**src/rtl/nibble_serial_adder.sv**
```systemverilog
// Wide-operand adder that drives an external combinational 4-bit adder one nibble per cycle, LSB first.
// Optional subtract support (sub port) is compiled in when NIBBLE_SUB_EN is defined.
module nibble_serial_adder #(
   parameter int NIBBLES = 4
) (
   input  logic                   clk,
   input  logic                   reset,
   input  logic                   start,
   input  logic [4*NIBBLES-1:0]   a,
   input  logic [4*NIBBLES-1:0]   b,
`ifdef NIBBLE_SUB_EN
   input  logic                   sub,
`endif
   output logic [3:0]             add_x,
   output logic [3:0]             add_y,
   output logic                   add_cin,
   input  logic [3:0]             add_out,
   input  logic                   add_cout,
   output logic                   busy,
   output logic                   done,
   output logic [4*NIBBLES-1:0]   sum,
   output logic                   carry,
   output logic                   overflow
);

   localparam int W  = 4 * NIBBLES;
   localparam int IW = $clog2(NIBBLES) + 1;
   localparam logic [IW-1:0] LAST = IW'(NIBBLES - 1);

   typedef enum logic [1:0] {IDLE, ADD, DONE} state_t;

   state_t          state_q, state_d;
   logic [W-1:0]    sa_q, sa_d, sb_q, sb_d, res_q, res_d, sum_q, sum_d;
   logic [IW-1:0]   idx_q, idx_d;
   logic            cry_q, cry_d, amsb_q, amsb_d, bmsb_q, bmsb_d;
   logic            carry_q, carry_d, ovf_q, ovf_d;
   logic            sub_req, sub_act;
   logic            accept;

   assign accept = (state_q == IDLE) && start;

`ifdef NIBBLE_SUB_EN
   logic sub_q, sub_d;
   assign sub_req = sub;
   assign sub_act = sub_q;
   assign sub_d   = accept ? sub : sub_q;
   always_ff @(posedge clk) begin
      if (reset) sub_q <= 1'b0;
      else       sub_q <= sub_d;
   end
`else
   assign sub_req = 1'b0;
   assign sub_act = 1'b0;
`endif

   always_ff @(posedge clk) begin
      if (reset) begin
         state_q <= IDLE;
         sa_q    <= '0;
         sb_q    <= '0;
         res_q   <= '0;
         sum_q   <= '0;
         idx_q   <= '0;
         cry_q   <= 1'b0;
         amsb_q  <= 1'b0;
         bmsb_q  <= 1'b0;
         carry_q <= 1'b0;
         ovf_q   <= 1'b0;
      end else begin
         state_q <= state_d;
         sa_q    <= sa_d;
         sb_q    <= sb_d;
         res_q   <= res_d;
         sum_q   <= sum_d;
         idx_q   <= idx_d;
         cry_q   <= cry_d;
         amsb_q  <= amsb_d;
         bmsb_q  <= bmsb_d;
         carry_q <= carry_d;
         ovf_q   <= ovf_d;
      end
   end

   always_comb begin
      state_d = state_q;
      sa_d    = sa_q;
      sb_d    = sb_q;
      res_d   = res_q;
      sum_d   = sum_q;
      idx_d   = idx_q;
      cry_d   = cry_q;
      amsb_d  = amsb_q;
      bmsb_d  = bmsb_q;
      carry_d = carry_q;
      ovf_d   = ovf_q;
      add_x   = 4'h0;
      add_y   = 4'h0;
      add_cin = 1'b0;
      case (state_q)
         IDLE: begin
            if (accept) begin
               sa_d    = a;
               sb_d    = b;
               res_d   = '0;
               cry_d   = sub_req;
               idx_d   = '0;
               amsb_d  = a[W-1];
               bmsb_d  = b[W-1] ^ sub_req;
               state_d = ADD;
            end
         end
         ADD: begin
            add_x   = sa_q[3:0];
            add_y   = sb_q[3:0] ^ {4{sub_act}};
            add_cin = cry_q;
            // Returned nibble enters at the top so the LSB nibble lands at bit 0 after NIBBLES shifts.
            res_d   = (res_q >> 4) | (W'(add_out) << (W - 4));
            sa_d    = sa_q >> 4;
            sb_d    = sb_q >> 4;
            cry_d   = add_cout;
            idx_d   = idx_q + 1'b1;
            if (idx_q == LAST) begin
               sum_d   = res_d;
               carry_d = add_cout;
               ovf_d   = (amsb_q == bmsb_q) && (add_out[3] != amsb_q);
               state_d = DONE;
            end
         end
         DONE:    state_d = IDLE;
         default: state_d = IDLE;
      endcase
   end

   assign busy     = (state_q != IDLE);
   assign done     = (state_q == DONE);
   assign sum      = sum_q;
   assign carry    = carry_q;
   assign overflow = ovf_q;

endmodule
```
**config.mk**
```make
export PLATFORM = sky130hd
export DESIGN_NAME = nibble_serial_adder
export DESIGN_NICKNAME = d
export VERILOG_FILES = /design/src/rtl/nibble_serial_adder.sv
export SDC_FILE = /design/constraint.sdc
export NUM_CORES = 1
export LEC_CHECK = 0
export BUFFER_PORTS_ARGS = -buffer_cell sky130_fd_sc_hd__buf_2
export CAP_MARGIN = 0
export CORE_MARGIN = 2
export CORE_UTILIZATION = 42
export CTS_BUF_LIST = sky130_fd_sc_hd__clkbuf_4 sky130_fd_sc_hd__clkbuf_8
export DETAILED_ROUTE_END_ITERATION = 10
export MAX_ROUTING_LAYER = met4
export PLACE_DENSITY = 0.65
export SLEW_MARGIN = 20
export SYNTH_ARGS = -nofsm -noshare
export SYNTH_HDL_FRONTEND = slang
export SYNTH_SLANG_ARGS = --single-unit
```
**constraint.sdc**
```tcl
create_clock -name clk -period 1.6 [get_ports clk]
set_input_delay 0 -clock clk [delete_from_list [all_inputs] [get_ports clk]]
set_output_delay 0 -clock clk [all_outputs]
set_load 0.03 [all_outputs]
```
==> results of run 1 <==
## metrics by stage
| step | worst slack [ps] | hold slack (ps) | cells | utilization (%) | power [µW] |
|---|---|---|---|---|---|
| final | 150 | -6.04 | 494 | 57.7 | 3720 |
| after global routing | 29.6 | 14.3 | 494 | 57.7 | 3890 |
| after CTS | 37.2 | 2.28 | 494 | 57.6 | 3770 |
| after detailed placement | 166 | 256 | 446 | 49.7 | 2340 |
| after global placement | 195 | 247 | 446 | 49.7 | 2320 |
| after floorplan | 167 | 136 | 320 | - | 2220 |
## registers in the layout, summed over array words and instances (netlist names)
| signal | cells |
|---|---|
| cry_q | 1 |
| carry | 1 |
| res_q | 12 |
| sum | 16 |
| bmsb_q | 1 |
| overflow | 1 |
| sa_q | 16 |
| idx_q | 3 |
| amsb_q | 1 |
| sb_q | 16 |
| state_q | 2 |
## final timing paths
path	end	slack, ps	cells after the start
worst max-delay path	add_cin	150	4
worst min register to register	sum[5]	450	2
worst max register to register	overflow	170	5
worst min-delay path	sa_q[6]	-6	3
## final cells by class
class / count / area share, %
flip-flops and latches: 70 / 37.7
multi-input cells: 221 / 34.2
repair buffers: 109 / 20.3
clock buffers: 9 / 3.33
well taps: 77 / 2.59
clock inverters: 7 / 1.75
inverters: 1 / 0.101
## synth_stat cells, drive strengths merged
library cell,instances,share of area (%)
dfxtp,70,49
nand2,54,7.1
a21oi,37,6.5
nor2,35,4.7
a211oi,25,6.6
mux2i,25,8.8
buf,18,4.5
nand3,15,2.6
clkbuf,10,1.3
and2,9,2.0
a22oi,6,1.6
ha,2,0.88
nand2b,2,0.44
nand3b,2,0.53
nor2b,2,0.44
and3b,1,0.35
inv,1,0.13
nor3b,1,0.44
o21a,1,0.26
o21ba,1,0.35
o21bai,1,0.40
or2,1,0.22
or3b,1,0.40
## critical path: stages (launching register included)
cell and delay, ps:
dfxtp_4 410, nor2b_2 190, buf_6 190, and2_1 140, buf_2 190
## layer usage
metal  up-vias  GRT usage, %  wire [µm]
met4         0          7.67        117
met3         9          4.57        252
li1       1281             -          -
met5         -             -          0
met1      1075          22.3       3030
met2        46          28.5       2750
## power by group through the flow
stage,Combinational (µW),Sequential (µW),Clock (µW)
2_1_floorplan,318,1900,0
3_3_place_gp,411,1910,0
3_5_place_dp,418,1920,0
4_1_cts,480,1880,1410
5_1_grt,531,1890,1470
6_report,478,1880,1370
## cells in the final DEF, fill, tap and decap left out, types with 4 or more instances in the layout
cell type	instances
dlygate4sd3_1	32
nand2_1	54
dfxtp_1	69
nor2_1	34
clkbuf_8	9
buf_2	68
buf_4	6
a211oi_1	25
mux2i_1	25
and2_1	9
a21oi_1	37
nand3_1	15
clkinv_2	4
a22oi_1	6
## repair_timing
item	CTS	global route
endpoints found under the hold margin	40	0
gates resized for setup	0	2
buffers inserted	0	0
endpoints found under the setup margin	0	1
hold buffers	32	0
## cell families (layout without fill, tap and decap cells)
group | count (synthesis) | in the layout | synth area share [%]
AND/OR/NAND/NOR | 123 | 123 | 19.3
AO/OA/AOI/OAI | 71 | 71 | 15.7
flip-flops | 70 | 70 | 49.4
buffers and inverters | 29 | 126 | 5.91
multiplexers | 25 | 25 | 8.81
adder cells (fa/ha/maj) | 2 | 2 | 0.881
==> flow_metrics.env, run 1 <==
export IMPL_fp_dieW_um=86.2
export IMPL_overflow=0
export IMPL_startpoint="state_q[0]"
export IMPL_p_per_area_nw_per_um2=999
export IMPL_path_class="reg -> out"
export IMPL_cts_buffers=9
export IMPL_clockRootBuffer="clkbuf_8"
export IMPL_grt_pass1_vias=2292
export IMPL_start_util_pct=44.0
export IMPL_p_sw_share_pct=25.6
export IMPL_die_area_um2=7430
export IMPL_critical_path_required_ps=1600
export IMPL_violations="negative hold slack"
export IMPL_min_delay_start="a[6]"
export IMPL_switching_power_uw=953
export IMPL_cp_start_kind="register"
export IMPL_ir_drop_uv=459
export IMPL_comb_power_share_pct=12.9
export IMPL_fin_area_um2=3720
export IMPL_htree_num_levels=3
export IMPL_grt_max_degree=71
export IMPL_end_kind="primary output"
export IMPL_remaining_drc_errors=0
export IMPL_critPathMaxFanout=17
export IMPL_antenna_left=0
export IMPL_via_per_inst=4.88
export IMPL_grt_pass1_wl_mm=10.3
export IMPL_dpl_instance_area_um2=3210
export IMPL_core_area_um2=6460
export IMPL_num_rows=29
export IMPL_drive_above_1_share_pct=24.5
export IMPL_diodes=0
export IMPL_synth_cells=320
export IMPL_nets=454
export IMPL_min_path_type="in -> reg"
export IMPL_worst_pin_slew_ps=571
export IMPL_leakage_uw=0.00155
export IMPL_register_area_um2=1410
export IMPL_syn_area_um2=2840
export IMPL_pin_count=69
export IMPL_cts_buffer_depth=2
export IMPL_skew_ps=7.57
export IMPL_post_dp_hpwl_mm=3.88
export IMPL_r2r_start="idx_q[0]"
export IMPL_rsz0062_at_grt="no"
export IMPL_tns_ps=0
export IMPL_ys_warnings_count=0
export IMPL_relSlewSlack_pct=61.7
export IMPL_antenna_found_initial=0
export IMPL_syn_avg_cell_area_um2=8.87
export IMPL_hold_viol_final=1
export IMPL_cts_clk_slew_worst_paths_ps=70
export IMPL_status="finished, violations left"
export IMPL_holdWs_ps=-6.04
export IMPL_ys_seq_area_share_pct=49.4
export IMPL_synth_seq_cells=70
export IMPL_clock_latency_ps=350
export IMPL_io_buffers=68
export IMPL_multi_input_area_um2=1270
export IMPL_dr_pass1_iters=4
export IMPL_period_share_pct=90.7
export IMPL_wl_per_cell_um=12.4
export IMPL_cts_tree="yes"
export IMPL_clkPwrFrac_pct=36.7
export IMPL_cts_sinks=70
export IMPL_fin_crit_ps=1450
export IMPL_slew_violations=0
export IMPL_pwr_share_seq_pct=50.4
export IMPL_clock_fmax_mhz=689
export IMPL_worstPathArrival_ps=1450
export IMPL_syn2layout_area_growth_pct=31.2
export IMPL_wl_mm=6.14
export IMPL_fillers=610
export IMPL_vias=2411
export IMPL_grt_usage_pct=18.1
export IMPL_die_h_um=86.2
export IMPL_setup_violations=0
export IMPL_maxCapViolations=0
export IMPL_first_iter_violations=114
export IMPL_syn_nets=362
export IMPL_p_int_uw=2770
export IMPL_gp_congestion=0.765
export IMPL_ys_types=27
Power figures use the tool's default switching activity.
==> run 2: changes to the inputs <==
--- a/config.mk
+++ b/config.mk
@@ -7,12 +7,14 @@
 export LEC_CHECK = 0
 export BUFFER_PORTS_ARGS = -buffer_cell sky130_fd_sc_hd__buf_2
 export CAP_MARGIN = 0
+export CELL_PAD_IN_SITES_DETAIL_PLACEMENT = 2
+export CELL_PAD_IN_SITES_GLOBAL_PLACEMENT = 2
 export CORE_MARGIN = 2
-export CORE_UTILIZATION = 42
+export CORE_UTILIZATION = 29
 export CTS_BUF_LIST = sky130_fd_sc_hd__clkbuf_4 sky130_fd_sc_hd__clkbuf_8
 export DETAILED_ROUTE_END_ITERATION = 10
 export MAX_ROUTING_LAYER = met4
-export PLACE_DENSITY = 0.65
+export PLACE_DENSITY = 0.77
 export SLEW_MARGIN = 20
 export SYNTH_ARGS = -nofsm -noshare
 export SYNTH_HDL_FRONTEND = slang
==> constraint.sdc (replaced) <==
create_clock -name clk -period 1.2 [get_ports clk]
set_input_delay 0 -clock clk [delete_from_list [all_inputs] [get_ports clk]]
set_output_delay 0 -clock clk [all_outputs]
set_load 0.03 [all_outputs]
==> run 2 against run 1 <==
Compared with the run above:
- the flow finishes with violations (negative setup slack)
- final cell count up 19%
- first-iteration DRC count decreased by 18%
- global-route usage rose by 8.1 points
- combinational power rose to 2.9 times the previous value
==> flow_metrics.env, run 2 (synthesis gave the netlist of run 1 again) <==
export IMPL_num_rows=36
export IMPL_wl_mm=16.0
export IMPL_via_per_inst=5.23
export IMPL_grt_max_degree=71
export IMPL_maxCapViolations=0
export IMPL_leakage_uw=0.00200
export IMPL_tns_ps=-15810
export IMPL_wl_per_cell_um=27.2
export IMPL_p_sw_share_pct=29.1
export IMPL_pin_count=69
export IMPL_setup_violations=81
export IMPL_p_int_uw=4470
export IMPL_period_share_pct=127
export IMPL_antenna_found_initial=0
export IMPL_violations="negative setup slack"
export IMPL_path_class="reg -> out"
export IMPL_p_per_area_nw_per_um2=1220
export IMPL_pwr_share_seq_pct=40.6
export IMPL_fp_dieW_um=103
export IMPL_critPathMaxFanout=8
export IMPL_clockRootBuffer="clkbuf_8"
export IMPL_fin_crit_ps=1520
export IMPL_post_dp_hpwl_mm=5.40
export IMPL_nets=492
export IMPL_io_buffers=68
export IMPL_min_path_type="in -> reg"
export IMPL_htree_num_levels=3
export IMPL_grt_pass1_vias=3303
export IMPL_final_common_cell="dfxtp_1"
export IMPL_cts_tree="yes"
export IMPL_skew_ps=14.7
export IMPL_end_kind="primary output"
export IMPL_dr_pass1_iters=8
export IMPL_cts_buffers=9
export IMPL_hold_viol_final=0
export IMPL_cts_buffer_depth=2
export IMPL_register_area_um2=1410
export IMPL_start_util_pct=29.5
export IMPL_multi_input_area_um2=1920
export IMPL_fillers=989
export IMPL_grt_pass1_wl_mm=19.6
export IMPL_clock_latency_ps=380
export IMPL_switching_power_uw=1830
export IMPL_drive_above_1_share_pct=59.3
export IMPL_worst_pin_slew_ps=496
export IMPL_status="finished, violations left"
export IMPL_cts_clk_slew_worst_paths_ps=80
export IMPL_clock_fmax_mhz=657
export IMPL_critical_path_required_ps=1200
export IMPL_post_route_util_pct=53.5
export IMPL_worstPathArrival_ps=1520
export IMPL_clkPwrFrac_pct=37.8
export IMPL_die_h_um=103
export IMPL_syn2layout_area_growth_pct=81.7
export IMPL_slew_violations=0
export IMPL_setup_ws_ps=-321
export IMPL_layout_common_cells="66 x dfxtp_1, 57 x buf_2, 41 x nand2_1"
export IMPL_relSlewSlack_pct=66.9
export IMPL_rsz0062_at_grt="yes"
export IMPL_ir_drop_uv=779
export IMPL_overflow=0
export IMPL_comb_power_share_pct=21.6
export IMPL_core_area_um2=9640
export IMPL_remaining_drc_errors=0
export IMPL_first_iter_violations=94
export IMPL_gp_congestion=0.719
export IMPL_vias=3074
export IMPL_diodes=0
export IMPL_cts_sinks=70
export IMPL_antenna_left=0
export IMPL_cp_start_kind="register"
export IMPL_die_area_um2=10600
export IMPL_grt_usage_pct=26.3
==> run 2: cell count changes in the layout (fill, tap and decap cells not counted), moves of 22 or more <==
cell and delta:
a211oi_2 +22, a211oi_1 -23, a21oi_2 +26, a21oi_1 -29, buf_6 +26
==> run 2: final cells by class <==
class | instances | area share, %
Multi-Input combinational cell | 224 | 37.2
Timing Repair Buffer | 144 | 27.6
Sequential cell | 70 | 27.4
Clock buffer | 13 | 3.35
Tap cell | 133 | 3.23
Clock inverter | 3 | 1.26
Inverter | 1 | 0.0728
==> run 2: critical path, cell delays in order (launching register included) <==
cell and delay [ps]:
dfxtp_4 390, nor2b_4 250, buf_6 190, and2_4 170, buf_6 140
==> run 2: stage by stage <==
step           cells  setup WS (ps)  hold slack, ps  power, µW  instance area (µm²)
6_report         588           -321            16.5       6310                 5160
3_3_place_gp     512          -52.0             248       3200                 3520
4_1_cts          576           -162            1.91       5890                 4650
2_1_floorplan    320          -94.9             136       2980                 2950
3_5_place_dp     512           -159             263       3230                 3520
5_1_grt          588           -349            31.3       6530                 5160
==> run 2: timing repair <==
action                                 4_1_cts  5_1_grt
endpoints found under the hold margin       34        0
hold buffers                                27        0
setup endpoints to repair                   78       81
cloned                                       6        7
setup buffers                               15        6
resized for setup                           98       91
pin swaps                                   26       37
==> run 2: path summary, 6_finish.rpt <==
check,start,to,depth (start not counted),slack [ps]
setup / recovery,state_q[0],add_x[1],4,-320
hold / removal,b[6],sb_q[6],3,20
setup reg to reg,state_q[0],sb_q[13],6,-310
hold reg to reg,sa_q[15],sa_q[15],2,470
==> run 2: per-layer routing <==
metal | track usage [%] | vias up | routed length [µm]
met2 | 45.5 | 105 | 8400
met1 | 29.3 | 1547 | 6300
met3 | 5.90 | 57 | 580
met4 | 10.4 | 0 | 728
met5 | - | - | 0
li1 | - | 1365 | -
==> run 2: power groups by stage <==
stage                     Clock, µW  Sequential, µW  Combinational [µW]
after global placement            0            2550                 651
after floorplan                   0            2540                 445
final                          2380            2560                1370
after detailed placement          0            2560                 672
after CTS                      2310            2510                1060
after global routing           2540            2560                1420
